--- src/rtl/usb_rx_pkt_fifo_if.sv ---
// Signal bundle between the USB packet receiver, the packet FIFO and the SD-side reader.
// The ovfl_clr/ovfl_err pair exists only when USB_RX_FIFO_OVFL_EN is defined.
interface usb_rx_pkt_fifo_if #(
   parameter int ADDR_W = 6
) ();
   logic              pckt_start;
   logic              w_enable;
   logic [7:0]        w_data;
   logic              pckt_end;
   logic              crc_status;
   logic              r_enable;
   logic [7:0]        r_data;
   logic              empty;
   logic              fifo_full;
   logic [ADDR_W:0]   count;
   logic              pkt_committed;
   logic              pkt_dropped;
`ifdef USB_RX_FIFO_OVFL_EN
   logic              ovfl_clr;
   logic              ovfl_err;
`endif

   // FIFO side
   modport slave (
`ifdef USB_RX_FIFO_OVFL_EN
      input  ovfl_clr,
      output ovfl_err,
`endif
      input  pckt_start, w_enable, w_data, pckt_end, crc_status, r_enable,
      output r_data, empty, fifo_full, count, pkt_committed, pkt_dropped
   );

   // Receiver / reader side
   modport master (
`ifdef USB_RX_FIFO_OVFL_EN
      output ovfl_clr,
      input  ovfl_err,
`endif
      output pckt_start, w_enable, w_data, pckt_end, crc_status, r_enable,
      input  r_data, empty, fifo_full, count, pkt_committed, pkt_dropped
   );
endinterface

--- src/rtl/usb_rx_pkt_fifo.sv ---
// Speculative USB receive byte FIFO: bytes are committed on good CRC, rewound on bad CRC/abort.
// Optional sticky overflow flag (ovfl_err, ovfl_clr) is enabled by defining USB_RX_FIFO_OVFL_EN.
module usb_rx_pkt_fifo #(
   parameter int DEPTH  = 64,
   parameter int ADDR_W = $clog2(DEPTH)
) (
   input  logic              sysclk,
   input  logic              n_rst,
   usb_rx_pkt_fifo_if.slave  bus
);
   typedef logic [ADDR_W:0] ptr_t;

   typedef enum logic [1:0] {
      ST_IDLE,
      ST_RCV,
      ST_DROP
   } state_t;

   localparam ptr_t FULL_OCC = ptr_t'(DEPTH);

   logic [7:0] mem [DEPTH];

   state_t state_q;
   ptr_t   wr_ptr_q;
   ptr_t   cm_ptr_q;
   ptr_t   rd_ptr_q;
   ptr_t   rd_ptr_d;
   ptr_t   wr_inc;
   ptr_t   count_w;
   logic   empty_w;
   logic   full_w;
   logic   in_rcv;
   logic   wr_ok;
   logic   overflow;
   logic   pop;
   logic   pkt_committed_q;
   logic   pkt_dropped_q;

   // Occupancy flags depend only on registered pointers.
   assign count_w  = cm_ptr_q - rd_ptr_q;
   assign empty_w  = (count_w == '0);
   assign full_w   = (ptr_t'(wr_ptr_q - rd_ptr_q) == FULL_OCC);

   // pckt_start wins over any same-cycle byte: the old packet is being aborted.
   assign in_rcv   = (state_q == ST_RCV);
   assign wr_ok    = in_rcv && bus.w_enable && !full_w && !bus.pckt_start;
   assign overflow = in_rcv && bus.w_enable &&  full_w && !bus.pckt_start;
   assign pop      = bus.r_enable && !empty_w;
   assign wr_inc   = wr_ptr_q + ptr_t'(wr_ok);
   assign rd_ptr_d = rd_ptr_q + ptr_t'(pop);

   // NOTE: the storage array has no reset; only pointers define which entries are valid.
   always_ff @(posedge sysclk) begin
      if (wr_ok) begin
         mem[wr_ptr_q[ADDR_W-1:0]] <= bus.w_data;
      end
   end

   // NOTE: sequential state uses non-blocking assignments so every register samples pre-edge values.
   always_ff @(posedge sysclk or negedge n_rst) begin
      if (!n_rst) begin
         rd_ptr_q <= '0;
      end else begin
         rd_ptr_q <= rd_ptr_d;
      end
   end

   always_ff @(posedge sysclk or negedge n_rst) begin
      if (!n_rst) begin
         state_q         <= ST_IDLE;
         wr_ptr_q        <= '0;
         cm_ptr_q        <= '0;
         pkt_committed_q <= 1'b0;
         pkt_dropped_q   <= 1'b0;
      end else begin
         pkt_committed_q <= 1'b0;
         pkt_dropped_q   <= 1'b0;
         unique case (state_q)
            ST_IDLE: begin
               if (bus.pckt_start) begin
                  state_q <= ST_RCV;
               end
            end
            ST_RCV: begin
               if (bus.pckt_start) begin
                  wr_ptr_q      <= cm_ptr_q;
                  pkt_dropped_q <= 1'b1;
               end else if (overflow) begin
                  // A lost byte poisons the packet; an EOP in the same cycle closes it at once.
                  if (bus.pckt_end) begin
                     wr_ptr_q      <= cm_ptr_q;
                     pkt_dropped_q <= 1'b1;
                     state_q       <= ST_IDLE;
                  end else begin
                     state_q       <= ST_DROP;
                  end
               end else if (bus.pckt_end) begin
                  if (bus.crc_status) begin
                     wr_ptr_q        <= wr_inc;
                     cm_ptr_q        <= wr_inc;
                     pkt_committed_q <= 1'b1;
                  end else begin
                     wr_ptr_q        <= cm_ptr_q;
                     pkt_dropped_q   <= 1'b1;
                  end
                  state_q <= ST_IDLE;
               end else begin
                  wr_ptr_q <= wr_inc;
               end
            end
            ST_DROP: begin
               if (bus.pckt_start) begin
                  wr_ptr_q      <= cm_ptr_q;
                  pkt_dropped_q <= 1'b1;
                  state_q       <= ST_RCV;
               end else if (bus.pckt_end) begin
                  wr_ptr_q      <= cm_ptr_q;
                  pkt_dropped_q <= 1'b1;
                  state_q       <= ST_IDLE;
               end
            end
            default: begin
               state_q <= ST_IDLE;
            end
         endcase
      end
   end

`ifdef USB_RX_FIFO_OVFL_EN
   logic ovfl_err_q;

   // Set wins over clear so an overflow in the clearing cycle is never lost.
   always_ff @(posedge sysclk or negedge n_rst) begin
      if (!n_rst) begin
         ovfl_err_q <= 1'b0;
      end else if (overflow) begin
         ovfl_err_q <= 1'b1;
      end else if (bus.ovfl_clr) begin
         ovfl_err_q <= 1'b0;
      end
   end

   assign bus.ovfl_err = ovfl_err_q;
`endif

   assign bus.count         = count_w;
   assign bus.empty         = empty_w;
   assign bus.fifo_full     = full_w;
   assign bus.r_data        = empty_w ? 8'h00 : mem[rd_ptr_q[ADDR_W-1:0]];
   assign bus.pkt_committed = pkt_committed_q;
   assign bus.pkt_dropped   = pkt_dropped_q;

endmodule

--- src/flat_wrapper.sv ---
// flat-port wrapper written by rule: the top's interface ports become plain ports
module usb_rx_pkt_fifo_flat 
#(
   parameter int DEPTH  = 64,
   parameter int ADDR_W = $clog2(DEPTH)
)
  (sysclk, n_rst, bus_pckt_start, bus_w_enable, bus_w_data, bus_pckt_end, bus_crc_status, bus_r_enable, bus_r_data, bus_empty, bus_fifo_full, bus_count, bus_pkt_committed, bus_pkt_dropped);
  usb_rx_pkt_fifo_if #(.ADDR_W(ADDR_W)) bus_i ();
  input  logic sysclk;
  input  logic n_rst;
  input wire logic [$bits(bus_i.pckt_start)-1:0] bus_pckt_start;
  input wire logic [$bits(bus_i.w_enable)-1:0] bus_w_enable;
  input wire logic [$bits(bus_i.w_data)-1:0] bus_w_data;
  input wire logic [$bits(bus_i.pckt_end)-1:0] bus_pckt_end;
  input wire logic [$bits(bus_i.crc_status)-1:0] bus_crc_status;
  input wire logic [$bits(bus_i.r_enable)-1:0] bus_r_enable;
  output wire logic [$bits(bus_i.r_data)-1:0] bus_r_data;
  output wire logic [$bits(bus_i.empty)-1:0] bus_empty;
  output wire logic [$bits(bus_i.fifo_full)-1:0] bus_fifo_full;
  output wire logic [$bits(bus_i.count)-1:0] bus_count;
  output wire logic [$bits(bus_i.pkt_committed)-1:0] bus_pkt_committed;
  output wire logic [$bits(bus_i.pkt_dropped)-1:0] bus_pkt_dropped;
  assign bus_i.pckt_start = bus_pckt_start;
  assign bus_i.w_enable = bus_w_enable;
  assign bus_i.w_data = bus_w_data;
  assign bus_i.pckt_end = bus_pckt_end;
  assign bus_i.crc_status = bus_crc_status;
  assign bus_i.r_enable = bus_r_enable;
  assign bus_r_data = bus_i.r_data;
  assign bus_empty = bus_i.empty;
  assign bus_fifo_full = bus_i.fifo_full;
  assign bus_count = bus_i.count;
  assign bus_pkt_committed = bus_i.pkt_committed;
  assign bus_pkt_dropped = bus_i.pkt_dropped;
  usb_rx_pkt_fifo #(.DEPTH(DEPTH), .ADDR_W(ADDR_W)) u_core (.sysclk(sysclk), .n_rst(n_rst), .bus(bus_i));
endmodule
--- config.mk ---
export PLATFORM = sky130hd
export DESIGN_NAME = usb_rx_pkt_fifo_flat
export DESIGN_NICKNAME = d
export VERILOG_FILES = /design/src/rtl/usb_rx_pkt_fifo_if.sv /design/src/rtl/usb_rx_pkt_fifo.sv /design/src/flat_wrapper.sv
export SDC_FILE = /design/constraint.sdc
export NUM_CORES = 1
export LEC_CHECK = 0
export CORE_MARGIN = 2
export CORE_UTILIZATION = 35
export DETAILED_ROUTE_END_ITERATION = 8
export PLACE_DENSITY_LB_ADDON = 0.25
export SLEW_MARGIN = 5
export SYNTH_ARGS = -nofsm -noshare
export SYNTH_HDL_FRONTEND = slang
export SYNTH_SLANG_ARGS = --single-unit
export TNS_END_PERCENT = 30
--- constraint.sdc ---
create_clock -name sysclk -period 3.6 [get_ports sysclk]
set_input_delay 0.54 -clock sysclk [delete_from_list [all_inputs] [get_ports sysclk]]
set_output_delay 0.54 -clock sysclk [all_outputs]
set_load 0.03 [all_outputs]
==> reports/qor.json <==
{
  "synthDominantAreaCellType": {"value": "sky130_fd_sc_hd__edfxtp_1"},
  "tritoncts": {"value": "done"},
  "dp.final_hpwl": {"value": 35.0, "unit": "mm"},
  "worst-setup-path-type": {"value": "register to primary output"},
  "replace_congestion": {"value": 0.854},
  "report.final.setup_viol": {"value": 3},
  "worst_hold_path.num_cells": {"value": 1},
  "synth.avg_cell_area": {"value": 18.4, "unit": "µm²"},
  "detailed_place.area": {"value": 23900, "unit": "µm²"},
  "wl": {"value": 56.6, "unit": "mm"},
  "cap_viol_max_count": {"value": 0},
  "worst_path_most_repeated_cell": {"value": "sky130_fd_sc_hd__buf_12"},
  "cp_cell_sequence": {"value": "buf_12 -> buf_12 -> buf_16 -> mux4_2 -> o211ai_1 -> nand3_1 -> a22oi_2 -> a21oi_2 -> buf_6"},
  "unrepaired_setup_endpoints_after_global_routing": {"value": "yes"},
  "post-route-cell-area": {"value": 26400, "unit": "µm²"},
  "endpoint_kind": {"value": "primary output"},
  "grt_start_max_net_pins": {"value": 65},
  "synth-main-ff-cell": {"value": "sky130_fd_sc_hd__edfxtp_1"},
  "drtAntennaViolNets": {"value": 0},
  "num_antenna_cells": {"value": 0},
  "pin_count": {"value": 34},
  "power_per_cell_area": {"value": 837, "unit": "nW/µm²"},
  "synth_cell_types": {"value": 63},
  "starting_density": {"value": 35.5, "unit": "%"},
  "netlist.area_leader.share": {"value": 69.9, "unit": "%"},
  "max_slew_margin": {"value": 27.8, "unit": "%"},
  "antenna_found_initial": {"value": 0},
  "cp_num_cells": {"value": 9},
  "simple_gate_share_of_the_synthesized_area": {"value": 4.66, "unit": "%"},
  "design.core.area": {"value": 61900, "unit": "µm²"},
  "post_synth_most_frequent_cells": {"value": "512 x sky130_fd_sc_hd__edfxtp_1, 110 x sky130_fd_sc_hd__mux4_2, 88 x sky130_fd_sc_hd__nor2_1"},
  "worstPathRequired": {"value": 3.06, "unit": "ns"},
  "portBuffers": {"value": 33},
  "hold_buffers": {"value": 0},
  "wl_per_cell": {"value": 25.5, "unit": "µm"},
  "max_freq": {"value": 277, "unit": "MHz"},
  "yosys.area_share.adder": {"value": 1.23, "unit": "%"},
  "fillCellCount": {"value": 5512},
  "worst_path_cell_with_the_longest_stage_delay": {"value": "sky130_fd_sc_hd__mux4_2"},
  "grt_pass1_wl": {"value": 82.9, "unit": "mm"},
  "num_rows": {"value": 91},
  "path_delay_family": {"value": "compound AO/OA/AOI/OAI gates"},
  "synth_top_family_by_area": {"value": "multiplexers"},
  "yosys-mux-area-fraction": {"value": 14.0, "unit": "%"},
  "start_kind": {"value": "register"},
  "hp-class": {"value": "primary input to register"},
  "grt-ovfl-total": {"value": 0},
  "yosysWarnings": {"value": 0},
  "power.static_leakage": {"value": 0.00872, "unit": "µW"},
  "finalWorstSetupSlack": {"value": -0.0140, "unit": "ns"},
  "synth_cells": {"value": 1197},
  "synth.most_common_cell": {"value": "sky130_fd_sc_hd__edfxtp_1"},
  "final_hold_viol_count": {"value": 0},
  "timing.clock.skew": {"value": 0.0475, "unit": "ns"},
  "critPathMaxStageDelay": {"value": 0.53, "unit": "ns"},
  "area.growth.synth_to_final": {"value": 20.1, "unit": "%"},
  "die_w": {"value": 255, "unit": "µm"},
  "layout-drive-gt1-share": {"value": 30.6, "unit": "%"},
  "via_count": {"value": 11900},
  "violations": {"value": "setup timing"},
  "finalWorstPathRequiredPeriod": {"value": 3.61, "unit": "ns"},
  "ys_top_cells_by_area": {"value": "sky130_fd_sc_hd__edfxtp_1 70%, sky130_fd_sc_hd__mux4_2 11%, sky130_fd_sc_hd__dfrtp_1 2.8%, sky130_fd_sc_hd__mux2i_1 2.5%, sky130_fd_sc_hd__nor2_1 1.5%"},
  "h-tree-depth": {"value": 2},
  "first_global_vias": {"value": 12100},
  "drtPass1Iterations": {"value": 6},
  "via_per_inst": {"value": 5.38},
  "remaining_drc_errors": {"value": 0},
  "outcome": {"value": "finished, violations left"},
  "fin_nets": {"value": 1373},
  "irDropWorstVdd": {"value": 1.14, "unit": "mV"},
  "layout_worst_path_cycle_share": {"value": 100, "unit": "%"},
  "timing.reg2reg.worst_path_depth": {"value": 10},
  "timing_worst_slew_pin_value": {"value": 1.08, "unit": "ns"},
  "timing.critical_path.arrival": {"value": 3.07, "unit": "ns"},
  "complex_gate_fraction_of_the_synthesized_area": {"value": 5.04, "unit": "%"},
  "crit_buf_inv": {"value": 4},
  "synth_seq_area_share": {"value": 72.7, "unit": "%"},
  "grt_util_all_layers": {"value": 17.7, "unit": "%"},
  "cts_sinks": {"value": 537},
  "yosys.area_share.xor_xnor": {"value": 0.557, "unit": "%"},
  "cts_made_buffers": {"value": 55},
  "critical_path.max_fanout": {"value": 12},
  "syn-cell-area": {"value": 22000, "unit": "µm²"},
  "initialDrtViolationCount": {"value": 1173},
  "utilization": {"value": 42.7, "unit": "%"},
  "clock_latency_of_the_later_clocked_register_in_the_worst_skew_pair": {"value": 0.64, "unit": "ns"},
  "number_of_synthesized_flops_with_an_enable_pin": {"value": 512},
  "floorplan.die.height": {"value": 255, "unit": "µm"},
  "clk_pin_slew_worst_paths": {"value": 0.06, "unit": "ns"},
  "yosys_register_bits": {"value": 537},
  "async_reset_ff_share": {"value": 4.66, "unit": "%"},
  "maxSlewViolCount": {"value": 0},
  "synthesis.nets": {"value": 1233},
  "max-clock-path-buffers": {"value": 3},
  "die-area": {"value": 64900, "unit": "µm²"},
  "ctsRootBufferMaster": {"value": "sky130_fd_sc_hd__clkbuf_16"}
}
[cells in the final DEF, fill, tap and decap left out, types with 5 or more instances in the layout]
cell / instances
sky130_fd_sc_hd__nor2_2: 8
sky130_fd_sc_hd__o211ai_1: 7
sky130_fd_sc_hd__a21oi_1: 22
sky130_fd_sc_hd__mux2_2: 6
sky130_fd_sc_hd__o21ai_2: 5
sky130_fd_sc_hd__or4_1: 9
sky130_fd_sc_hd__buf_6: 11
sky130_fd_sc_hd__o21ai_1: 12
sky130_fd_sc_hd__nand3_1: 25
sky130_fd_sc_hd__buf_4: 104
sky130_fd_sc_hd__nand3_2: 6
sky130_fd_sc_hd__nor2b_1: 15
sky130_fd_sc_hd__bufinv_16: 7
sky130_fd_sc_hd__o21a_1: 6
sky130_fd_sc_hd__clkinv_1: 6
sky130_fd_sc_hd__a22oi_2: 19
sky130_fd_sc_hd__xnor2_1: 7
sky130_fd_sc_hd__inv_1: 18
sky130_fd_sc_hd__buf_16: 8
sky130_fd_sc_hd__clkbuf_1: 14
sky130_fd_sc_hd__ha_1: 17
sky130_fd_sc_hd__mux4_2: 110
sky130_fd_sc_hd__o21ai_0: 5
sky130_fd_sc_hd__nor3_1: 5
sky130_fd_sc_hd__xor2_1: 6
sky130_fd_sc_hd__clkdlybuf4s50_1: 10
sky130_fd_sc_hd__clkinv_2: 14
sky130_fd_sc_hd__mux2i_1: 49
sky130_fd_sc_hd__nand2_1: 23
sky130_fd_sc_hd__a21oi_2: 8
sky130_fd_sc_hd__buf_2: 8
sky130_fd_sc_hd__buf_12: 10
sky130_fd_sc_hd__dfrtp_1: 23
sky130_fd_sc_hd__edfxtp_1: 512
sky130_fd_sc_hd__a22oi_1: 22
sky130_fd_sc_hd__clkbuf_16: 55
sky130_fd_sc_hd__a221oi_1: 15
sky130_fd_sc_hd__nor2_1: 88
sky130_fd_sc_hd__nand2b_1: 6
[state kept, by name, summed over array words and instances (netlist names)]
signal / flops
u_core.bus.pkt_dropped: 1
u_core.state_q: 2
u_core.cm_ptr_q: 7
u_core.mem: 512
u_core.wr_ptr_q: 7
u_core.bus.pkt_committed: 1
u_core.rd_ptr_q: 7
[what timing repair did]
action	in CTS	in global routing
setup endpoints to repair	10	11
pin swaps	16	7
gates resized for setup	83	15
cloned	6	0
setup buffers	12	2
[per-layer routing]
metal | vias up | global-route usage (%) | wire (µm)
met1 | 6262 | 26.1 | 25800
met5 | - | 0 | 0
met2 | 429 | 26.9 | 25600
met4 | 0 | 4.18 | 927
met3 | 73 | 3.51 | 4250
li1 | 5162 | - | -
[power breakdown]
part	switching [µW]	internal, µW
Sequential	170	7020
Clock	2430	3330
Combinational	5230	3930
Total	7830	14300
[path summary, 6_finish.rpt]
| path | from | end | slack [ns] |
|---|---|---|---|
| setup / recovery | u_core.rd_ptr_q[0] | bus_r_data[3] | -0.01 |
| hold / removal | bus_w_data[3] | u_core.mem[7][3] | 0.41 |
| setup reg to reg | u_core.rd_ptr_q[4] | u_core.mem[29][7] | 0.33 |
| hold reg to reg | u_core.rd_ptr_q[6] | u_core.rd_ptr_q[6] | 0.56 |
| max in group asynchronous | n_rst | u_core.rd_ptr_q[0] | 2.28 |
| min in group asynchronous | n_rst | u_core.bus.pkt_committed | 0.53 |
[final cells by class]
cell class	instances	area [µm²]	area share, %
Inverter	21	78.8	0.298
Tap cell	837	1050	3.96
Timing Repair Buffer	153	1510	5.73
Sequential cell	537	16000	60.6
Clock buffer	69	1430	5.41
Multi-Input combinational cell	569	5950	22.5
Clock inverter	32	395	1.50
[per-stage QoR]
step | cells | hold WS (ns) | power [µW] | setup WS (ns) | TNS (ns)
global route | 2218 | 0.403 | 23000 | -0.113 | -0.900
CTS | 2216 | 0.392 | 22000 | -0.0292 | -0.0916
finish | 2218 | 0.408 | 22100 | -0.0140 | -0.0232
global placement | 2097 | 0.544 | 15100 | 0.237 | 0
detailed placement | 2097 | 0.544 | 15100 | 0.183 | 0
floorplan | 1197 | 0.244 | 12300 | 0.0275 | 0
[worst reg2reg max path, stage by stage, from the launching register on]
cell	delay (ns)
sky130_fd_sc_hd__dfrtp_1	0.35
sky130_fd_sc_hd__clkinv_1	0.09
sky130_fd_sc_hd__ha_1	0.36
sky130_fd_sc_hd__o21a_1	0.20
sky130_fd_sc_hd__o2111ai_1	0.25
sky130_fd_sc_hd__nor4b_2	0.10
sky130_fd_sc_hd__and3_2	0.30
sky130_fd_sc_hd__or4_1	0.71
sky130_fd_sc_hd__buf_4	0.25
sky130_fd_sc_hd__nor2_1	0.18
sky130_fd_sc_hd__buf_4	0.21
[kinds of logic after synthesis]
family	Yosys count
AO/OA/AOI/OAI	157
flip-flops	537
AND/OR/NAND/NOR	207
multiplexers	170
adder cells (fa/ha/maj)	21
XOR/XNOR	14
buffers and inverters	91
(Power assumes the default switching activity.)
